### src/rtl/pipe_ctrl_unit_pkg.sv
// Shared definitions for the pipelined controller and its decoder:
// opcode and ALU-op encodings, write-back mux select codes, rstatus codes
// and the mult/div stall FSM state type.
package pipe_ctrl_unit_pkg;

  // Opcodes
  localparam logic [4:0] OPC_R    = 5'b00000;
  localparam logic [4:0] OPC_J    = 5'b00001;
  localparam logic [4:0] OPC_BNE  = 5'b00010;
  localparam logic [4:0] OPC_JAL  = 5'b00011;
  localparam logic [4:0] OPC_JR   = 5'b00100;
  localparam logic [4:0] OPC_ADDI = 5'b00101;
  localparam logic [4:0] OPC_BLT  = 5'b00110;
  localparam logic [4:0] OPC_SW   = 5'b00111;
  localparam logic [4:0] OPC_LW   = 5'b01000;
  localparam logic [4:0] OPC_SETX = 5'b10101;
  localparam logic [4:0] OPC_BEX  = 5'b10110;

  // R-type ALU-op values the controller cares about
  localparam logic [4:0] ALU_ADD = 5'b00000;
  localparam logic [4:0] ALU_SUB = 5'b00001;
  localparam logic [4:0] ALU_MUL = 5'b00110;
  localparam logic [4:0] ALU_DIV = 5'b00111;

  // Write-back mux select
  localparam logic [1:0] WB_SEL_ALU    = 2'd0;
  localparam logic [1:0] WB_SEL_MEM    = 2'd1;
  localparam logic [1:0] WB_SEL_PC1    = 2'd2;
  localparam logic [1:0] WB_SEL_STATUS = 2'd3;

  // rstatus codes
  localparam logic [2:0] STATUS_NONE = 3'd0;
  localparam logic [2:0] STATUS_ADD  = 3'd1;
  localparam logic [2:0] STATUS_ADDI = 3'd2;
  localparam logic [2:0] STATUS_SUB  = 3'd3;
  localparam logic [2:0] STATUS_MUL  = 3'd4;
  localparam logic [2:0] STATUS_DIV  = 3'd5;

  typedef enum logic [1:0] {
    MD_IDLE = 2'd0,
    MD_BUSY = 2'd1,
    MD_DONE = 2'd2
  } md_state_t;

endpackage

### src/rtl/pipe_ctrl_unit_decode.sv
// ctrl_decode: combinational opcode/alu_op -> control word.
// Shared with the single-cycle build.
// Ports:
//   d_valid     in   instruction present (0 = bubble)
//   opcode      in   opcode field
//   alu_op_in   in   ALU-op field
//   rd_in       in   rd field
//   alu_op      out  ALU operation (ADD unless R-type)
//   alu_imm     out  ALU B = immediate
//   ram_we      out  data-memory write enable
//   reg_we      out  regfile write enable
//   rd          out  write-back destination
//   wb_sel      out  write-back select
//   ovf_status  out  rstatus code if this instruction overflows (0 = overflow ignored)
//   md_status   out  rstatus code if this is mul/div (0 = not a mult/div op)
module ctrl_decode
  import pipe_ctrl_unit_pkg::*;
#(
  parameter int OP_W       = 5,
  parameter int REG_W      = 5,
  parameter int STATUS_REG = 30,
  parameter int LINK_REG   = 31
) (
  input  logic             d_valid,
  input  logic [OP_W-1:0]  opcode,
  input  logic [OP_W-1:0]  alu_op_in,
  input  logic [REG_W-1:0] rd_in,
  output logic [OP_W-1:0]  alu_op,
  output logic             alu_imm,
  output logic             ram_we,
  output logic             reg_we,
  output logic [REG_W-1:0] rd,
  output logic [1:0]       wb_sel,
  output logic [2:0]       ovf_status,
  output logic [2:0]       md_status
);

  always_comb begin
    alu_op     = OP_W'(ALU_ADD);
    alu_imm    = 1'b0;
    ram_we     = 1'b0;
    reg_we     = 1'b0;
    rd         = '0;
    wb_sel     = WB_SEL_ALU;
    ovf_status = STATUS_NONE;
    md_status  = STATUS_NONE;
    if (d_valid) begin
      case (opcode)
        OP_W'(OPC_R): begin
          alu_op = alu_op_in;
          reg_we = 1'b1;
          rd     = rd_in;
          case (alu_op_in)
            OP_W'(ALU_ADD): ovf_status = STATUS_ADD;
            OP_W'(ALU_SUB): ovf_status = STATUS_SUB;
            OP_W'(ALU_MUL): md_status  = STATUS_MUL;
            OP_W'(ALU_DIV): md_status  = STATUS_DIV;
            default: ;
          endcase
        end
        OP_W'(OPC_JAL): begin
          reg_we = 1'b1;
          rd     = REG_W'(LINK_REG);
          wb_sel = WB_SEL_PC1;
        end
        OP_W'(OPC_ADDI): begin
          alu_imm    = 1'b1;
          reg_we     = 1'b1;
          rd         = rd_in;
          ovf_status = STATUS_ADDI;
        end
        OP_W'(OPC_SW): begin
          alu_imm = 1'b1;
          ram_we  = 1'b1;
        end
        OP_W'(OPC_LW): begin
          alu_imm = 1'b1;
          reg_we  = 1'b1;
          rd      = rd_in;
          wb_sel  = WB_SEL_MEM;
        end
        OP_W'(OPC_SETX): begin
          reg_we = 1'b1;
          rd     = REG_W'(STATUS_REG);
        end
        // j, bne, jr, blt, bex write nothing; undecoded opcodes are bubbles
        default: ;
      endcase
    end
  end

endmodule

### src/rtl/pipe_ctrl_unit.sv
// pipe_ctrl_unit: pipelined controller. Decodes D into a control word and
// carries it through the X, M and W stage registers, with a mult/div stall
// FSM plus watchdog, overflow rerouting to rstatus, and branch flush.
// Ports:
//   clock, reset   rising-edge clock, synchronous active-high reset
//   d_valid        D holds a real instruction
//   d_opcode       D-stage opcode
//   d_alu_op       D-stage ALU-op field
//   d_rd           D-stage rd
//   x_flush        taken branch resolved in X; kill D->X capture
//   x_alu_ovf      ALU overflow for the instruction in X
//   md_ready       mult/div result valid pulse
//   md_exc         mult/div exception, qualified by md_ready
//   stall          freeze PC, F/D and X
//   md_start       start pulse to mult/div unit
//   x_alu_op       ALU operation in X
//   x_alu_imm      ALU B = immediate
//   m_ram_we       data-memory write enable
//   w_reg_we       regfile write enable
//   w_rd           write-back destination
//   w_wb_sel       write-back select (ALU, MEM, PC+1, STATUS)
//   w_status       rstatus code
module pipe_ctrl_unit
  import pipe_ctrl_unit_pkg::*;
#(
  parameter int OP_W       = 5,
  parameter int REG_W      = 5,
  parameter int STATUS_REG = 30,
  parameter int LINK_REG   = 31,
  parameter int MD_TIMEOUT = 64
) (
  input  logic             clock,
  input  logic             reset,
  input  logic             d_valid,
  input  logic [OP_W-1:0]  d_opcode,
  input  logic [OP_W-1:0]  d_alu_op,
  input  logic [REG_W-1:0] d_rd,
  input  logic             x_flush,
  input  logic             x_alu_ovf,
  input  logic             md_ready,
  input  logic             md_exc,
  output logic             stall,
  output logic             md_start,
  output logic [OP_W-1:0]  x_alu_op,
  output logic             x_alu_imm,
  output logic             m_ram_we,
  output logic             w_reg_we,
  output logic [REG_W-1:0] w_rd,
  output logic [1:0]       w_wb_sel,
  output logic [2:0]       w_status
);

  localparam int WD_W = (MD_TIMEOUT > 2) ? $clog2(MD_TIMEOUT) : 1;
  localparam logic [WD_W-1:0] WD_LAST = WD_W'(MD_TIMEOUT - 1);

  typedef struct packed {
    logic [OP_W-1:0]  alu_op;
    logic             alu_imm;
    logic             ram_we;
    logic             reg_we;
    logic [REG_W-1:0] rd;
    logic [1:0]       wb_sel;
    logic [2:0]       ovf_status;
    logic [2:0]       md_status;
  } x_word_t;

  typedef struct packed {
    logic             ram_we;
    logic             reg_we;
    logic [REG_W-1:0] rd;
    logic [1:0]       wb_sel;
    logic [2:0]       status;
  } m_word_t;

  typedef struct packed {
    logic             reg_we;
    logic [REG_W-1:0] rd;
    logic [1:0]       wb_sel;
    logic [2:0]       status;
  } w_word_t;

  x_word_t   x_dec, x_d, x_q;
  m_word_t   m_d, m_q;
  w_word_t   w_q;
  md_state_t state_q, state_d;
  logic [WD_W-1:0] wd_q, wd_d;
  logic      exc_q, exc_d;

  ctrl_decode #(
    .OP_W       (OP_W),
    .REG_W      (REG_W),
    .STATUS_REG (STATUS_REG),
    .LINK_REG   (LINK_REG)
  ) u_decode (
    .d_valid    (d_valid),
    .opcode     (d_opcode),
    .alu_op_in  (d_alu_op),
    .rd_in      (d_rd),
    .alu_op     (x_dec.alu_op),
    .alu_imm    (x_dec.alu_imm),
    .ram_we     (x_dec.ram_we),
    .reg_we     (x_dec.reg_we),
    .rd         (x_dec.rd),
    .wb_sel     (x_dec.wb_sel),
    .ovf_status (x_dec.ovf_status),
    .md_status  (x_dec.md_status)
  );

  // Mult/div FSM. The op in X is started from IDLE; leaving DONE always
  // advances X, so a given instruction is never started twice.
  always_comb begin
    state_d  = state_q;
    wd_d     = wd_q;
    exc_d    = exc_q;
    stall    = 1'b0;
    md_start = 1'b0;
    case (state_q)
      MD_IDLE: begin
        if (x_q.md_status != STATUS_NONE) begin
          md_start = 1'b1;
          stall    = 1'b1;
          wd_d     = '0;
          state_d  = MD_BUSY;
        end
      end
      MD_BUSY: begin
        stall = 1'b1;
        if (md_ready) begin
          exc_d   = md_exc;
          state_d = MD_DONE;
        end else if (wd_q == WD_LAST) begin
          exc_d   = 1'b1;
          state_d = MD_DONE;
        end else begin
          wd_d = wd_q + WD_W'(1);
        end
      end
      MD_DONE: state_d = MD_IDLE;
      default: state_d = MD_IDLE;
    endcase
  end

  // Stall holds X and beats flush.
  always_comb begin
    if (stall) begin
      x_d = x_q;
    end else if (x_flush) begin
      x_d = '0;
    end else begin
      x_d = x_dec;
    end
  end

  // Word entering M: overflow and mult/div exception reroute to rstatus;
  // the two are exclusive because ovf_status and md_status never coexist.
  always_comb begin
    m_d.ram_we = x_q.ram_we;
    m_d.reg_we = x_q.reg_we;
    m_d.rd     = x_q.rd;
    m_d.wb_sel = x_q.wb_sel;
    m_d.status = STATUS_NONE;
    if (x_alu_ovf && (x_q.ovf_status != STATUS_NONE)) begin
      m_d.reg_we = 1'b1;
      m_d.rd     = REG_W'(STATUS_REG);
      m_d.wb_sel = WB_SEL_STATUS;
      m_d.status = x_q.ovf_status;
    end
    if ((state_q == MD_DONE) && exc_q && (x_q.md_status != STATUS_NONE)) begin
      m_d.reg_we = 1'b1;
      m_d.rd     = REG_W'(STATUS_REG);
      m_d.wb_sel = WB_SEL_STATUS;
      m_d.status = x_q.md_status;
    end
    if (stall) begin
      m_d = '0;
    end
  end

  always_ff @(posedge clock) begin
    if (reset) begin
      x_q     <= '0;
      m_q     <= '0;
      w_q     <= '0;
      state_q <= MD_IDLE;
      wd_q    <= '0;
      exc_q   <= 1'b0;
    end else begin
      x_q     <= x_d;
      m_q     <= m_d;
      w_q     <= '{reg_we: m_q.reg_we, rd: m_q.rd, wb_sel: m_q.wb_sel, status: m_q.status};
      state_q <= state_d;
      wd_q    <= wd_d;
      exc_q   <= exc_d;
    end
  end

  assign x_alu_op  = x_q.alu_op;
  assign x_alu_imm = x_q.alu_imm;
  assign m_ram_we  = m_q.ram_we;
  assign w_reg_we  = w_q.reg_we;
  assign w_rd      = w_q.rd;
  assign w_wb_sel  = w_q.wb_sel;
  assign w_status  = w_q.status;

endmodule

### config.mk
export PLATFORM = sky130hd
export DESIGN_NAME = pipe_ctrl_unit
export DESIGN_NICKNAME = d
export VERILOG_FILES = /design/src/rtl/pipe_ctrl_unit_pkg.sv /design/src/rtl/pipe_ctrl_unit_decode.sv /design/src/rtl/pipe_ctrl_unit.sv
export SDC_FILE = /design/constraint.sdc
export NUM_CORES = 1
export LEC_CHECK = 0
export ABC_AREA = 1
export BUFFER_PORTS_ARGS = -buffer_cell sky130_fd_sc_hd__buf_2
export CAP_MARGIN = 0
export CORE_UTILIZATION = 40
export CTS_BUF_LIST = sky130_fd_sc_hd__clkbuf_4
export DETAILED_ROUTE_END_ITERATION = 16
export MAX_ROUTING_LAYER = met4
export RECOVER_POWER = 25
export SLEW_MARGIN = 25
export SYNTH_ARGS = -nofsm -noshare
export SYNTH_HDL_FRONTEND = slang
export SYNTH_HIERARCHICAL = 1
export SYNTH_SLANG_ARGS = --single-unit
### constraint.sdc
create_clock -name clock -period 1.8 [get_ports clock]
set_clock_uncertainty 0.2 [all_clocks]
set_input_delay 0.36 -clock clock [delete_from_list [all_inputs] [get_ports clock]]
set_output_delay 0.36 -clock clock [all_outputs]
set_load 0.02 [all_outputs]
==> impl_metrics.prom <==
# TYPE chip_impl_metric gauge
chip_impl_info{name="run_status",value="finished clean"} 1
chip_impl_metric{name="worstPathArrival",unit="ns"} 1.19
chip_impl_info{name="cp_cell_sequence",value="nor2_4, nand2_2, nand2_4, nand2_4, buf_6"} 1
chip_impl_info{name="critical_path.most_common_cell",value="sky130_fd_sc_hd__nand2_4"} 1
chip_impl_metric{name="final_report_hold_violation_count",unit=""} 0
chip_impl_metric{name="synth_top_area_share",unit="%"} 43.6
chip_impl_info{name="synth_top_cells_by_area",value="sky130_fd_sc_hd__dfxtp_1 44%, sky130_fd_sc_hd__nand3_1 12%, sky130_fd_sc_hd__nand2_1 8.8%, sky130_fd_sc_hd__nor2_1 8.0%, sky130_fd_sc_hd__inv_1 6.3%"} 1
chip_impl_metric{name="fillCellCount",unit=""} 626
chip_impl_metric{name="power.net_switching",unit="mW"} 0.554
chip_impl_metric{name="setup_viol_count_final",unit=""} 0
chip_impl_metric{name="postLayoutSetupSlackWorst",unit="ns"} 0.0517
chip_impl_info{name="ys_top_cells_by_count",value="57 x sky130_fd_sc_hd__nand2_1, 57 x sky130_fd_sc_hd__nand3_1, 53 x sky130_fd_sc_hd__dfxtp_1"} 1
chip_impl_metric{name="antenna_viol_nets_final",unit=""} 0
chip_impl_metric{name="first_pass_grt_wire_length",unit="um"} 7820
chip_impl_metric{name="share_seq_of_total_power",unit="%"} 60.5
chip_impl_metric{name="fin_nets",unit=""} 399
chip_impl_info{name="critPathTopFamily",value="flip-flops"} 1
chip_impl_metric{name="synth_area",unit="sq um"} 2430
chip_impl_info{name="cts_root_buffer",value="sky130_fd_sc_hd__clkbuf_4"} 1
chip_impl_metric{name="drtPass1Iterations",unit=""} 4
chip_impl_metric{name="floorplan.initialDensity",unit="%"} 41.3
chip_impl_metric{name="path_buf_inv",unit=""} 1
chip_impl_metric{name="via_count_of_the_first_global_routing_pass",unit=""} 1795
chip_impl_metric{name="totalWireLength",unit="um"} 4550
chip_impl_metric{name="placed_inst_area",unit="sq um"} 2650
chip_impl_metric{name="coreArea",unit="sq um"} 5890
chip_impl_metric{name="numCtsBuffers",unit=""} 5
chip_impl_metric{name="drv_cap",unit=""} 0
chip_impl_metric{name="floorplan.die_area",unit="sq um"} 6390
chip_impl_metric{name="netlist-cell-type-count",unit=""} 28
chip_impl_metric{name="yosysSeqAreaShare",unit="%"} 43.6
chip_impl_metric{name="finalCritPeriodShare",unit="%"} 97.1
chip_impl_metric{name="vdd.ir_drop.worst",unit="mV"} 0.267
chip_impl_metric{name="cellInternalPower",unit="mW"} 1.44
chip_impl_info{name="worst_setup_path_end_kind",value="primary output"} 1
chip_impl_metric{name="timing.hold.ws",unit="ns"} 0.0691
chip_impl_metric{name="io_pins",unit=""} 42
chip_impl_metric{name="remaining_drc_errors",unit=""} 0
chip_impl_metric{name="fp.dieW",unit="um"} 80.0
chip_impl_metric{name="routed_wire_length_per_instance",unit="um"} 10.1
chip_impl_metric{name="floorplan.die.height",unit="um"} 80.0
chip_impl_metric{name="fmax",unit="MHz"} 572
chip_impl_metric{name="viasPerCell",unit=""} 4.50
chip_impl_metric{name="synth_enable_flop_cells",unit=""} 0
chip_impl_metric{name="drt_first_iter_violations",unit=""} 97
chip_impl_metric{name="gpl.final_weighted_congestion",unit=""} 0.826
chip_impl_metric{name="grt.overflow.total",unit=""} 0
chip_impl_info{name="post-synth-top-area-cell",value="sky130_fd_sc_hd__dfxtp_1"} 1
chip_impl_metric{name="htree_levels",unit=""} 2
chip_impl_metric{name="synth_async_sr_flop_share",unit="%"} 0
chip_impl_metric{name="final_area",unit="sq um"} 2770
chip_impl_metric{name="antenna_cells",unit=""} 0
chip_impl_metric{name="dp.final_hpwl",unit="um"} 3380
chip_impl_metric{name="cts_num_sinks",unit=""} 53
chip_impl_metric{name="power_density_cells",unit="nW/um^2"} 719
chip_impl_metric{name="layout.core_utilization",unit="%"} 47.1
chip_impl_metric{name="final_max_slew_violation_count",unit=""} 0
chip_impl_metric{name="synth_warnings",unit=""} 6
chip_impl_metric{name="tightestPinTransition",unit="ns"} 0.772
chip_impl_metric{name="timing.critical_path.fanout_max",unit=""} 3
chip_impl_info{name="timing.setup.critical_path_class",value="reg -> out"} 1
chip_impl_metric{name="grt_antenna_before_repair",unit=""} 0
chip_impl_metric{name="crit_required",unit="ns"} 1.24
chip_impl_metric{name="switching_part_of_the_total_power",unit="%"} 27.8
chip_impl_metric{name="synth.ff_latch_count",unit=""} 53
chip_impl_info{name="rsz0062_at_grt",value="yes"} 1
chip_impl_metric{name="min_period",unit="ns"} 1.75
chip_impl_info{name="tritoncts_clock_tree",value="built"} 1
chip_impl_info{name="synth_top_flop_cell",value="sky130_fd_sc_hd__dfxtp_1"} 1
chip_impl_metric{name="vias",unit=""} 2033
chip_impl_info{name="type_of_element_launching_the_critical_path",value="flop"} 1
chip_impl_metric{name="placementRows",unit=""} 28
chip_impl_metric{name="layout-drive-gt1-share",unit="%"} 26.3
chip_impl_metric{name="postSynthAreaPerCell",unit="sq um"} 7.26
chip_impl_metric{name="port_buffers",unit=""} 41
chip_impl_metric{name="detailedPlace.worstSlack",unit="ns"} 0.228
chip_impl_metric{name="area.growth.synth_to_final",unit="%"} 13.9
chip_impl_metric{name="power.share.combinational",unit="%"} 11.9
chip_impl_metric{name="cp_slowest_stage_delay",unit="ns"} 0.36
chip_impl_metric{name="grt_start_max_net_pins",unit=""} 26
chip_impl_info{name="critical-path-slowest-cell",value="sky130_fd_sc_hd__dfxtp_2"} 1
chip_impl_metric{name="cts.path.max_buffers",unit=""} 2
chip_impl_metric{name="clock_power_share",unit="%"} 27.6
chip_impl_metric{name="grt.total_usage",unit="%"} 16.0
chip_impl_metric{name="syn-instance-count",unit=""} 335
chip_impl_metric{name="clkTransAtPathRegs",unit="ns"} 0.16
chip_impl_info{name="holdCritPathClass",value="in -> reg"} 1
chip_impl_metric{name="clkLatencyLatePin",unit="ns"} 0.38
chip_impl_metric{name="p_leak",unit="nW"} 1.35
chip_impl_metric{name="slew_headroom",unit="%"} 48.6
chip_impl_metric{name="report.power.total",unit="mW"} 1.99
-- logic make-up after synthesis --
logic type	synth area share, %
buffers and inverters	12.7
AND/OR/NAND/NOR	39.6
adder cells (fa/ha/maj)	0.515
AO/OA/AOI/OAI	3.40
other	0.154
flip-flops	43.6
-- state kept, by name, indices dropped and copies added, names as in the netlist --
name	flops
x_alu_imm	1
wd_q	6
state_q	2
w_wb_sel	2
w_rd	5
w_status	3
x_alu_op	5
exc_q	1
x_q	15
m_ram_we	1
w_reg_we	1
m_q	11
-- power by group through the flow --
stage | clock (mW) | sequential (mW) | combinational [mW]
global placement | 0 | 1.23 | 0.226
detailed placement | 0 | 1.23 | 0.226
global route | 0.622 | 1.21 | 0.265
floorplan | 0 | 1.23 | 0.169
finish | 0.550 | 1.20 | 0.238
CTS | 0.578 | 1.20 | 0.240
-- final cells by class --
type	instances	area [sq um]	share of cell area, %
sequential	53	1070	38.5
multi-input combinational	216	1070	38.8
inverter	49	184	6.64
clock inverter	3	26.3	0.949
clock buffer	5	37.5	1.36
tap	75	93.8	3.39
timing repair buffer	51	287	10.3
-- placed cells by master (no fill, tap or decap), drive strengths merged, types with 2 or more instances in the layout --
cell type / instances
clkbuf: 10
buf: 46
nand2: 65
conb: 2
clkinvlp: 2
nand4: 2
inv: 50
nor2: 67
dfxtp: 53
nor3: 4
a21oi: 7
nand3: 60
o21ai: 4
-- repair_timing --
item,CTS,global route
buffers inserted,5,0
pin swaps,5,3
resized for setup,10,2
setup endpoints to repair,2,2
hold buffers,0,0
-- tightest hold or removal path: stages --
cell	delay, ns
sky130_fd_sc_hd__buf_2	0.10
sky130_fd_sc_hd__nor3_1	0.05
sky130_fd_sc_hd__nand3_1	0.07
sky130_fd_sc_hd__nand2_1	0.04
-- stage by stage --
step / instances / TNS (ns)
after floorplan: 336 / 0
after global placement: 439 / 0
after detailed placement: 439 / 0
after CTS: 452 / -0.00316
after global routing: 452 / -0.0128
final: 452 / 0
-- final timing paths --
path,startpoint,endpoint,slack [ns],cells after the start
worst max-delay path,x_q[0],stall,0.05,5
worst min-delay path,d_alu_op[4],x_q[3],0.07,4
worst max register to register,x_q[0],x_q[9],0.17,9
worst min register to register,m_q[7],w_rd[2],0.21,2
-- per-layer routing --
metal	global-route usage, %	up-vias	wire length [um]
li1	-	1115	-
met1	20.4	869	2280
met2	25.0	43	1990
met3	3.31	6	206
met4	5.89	0	73
met5	-	-	0
Note: power is estimated with default switching activity, not from simulation.
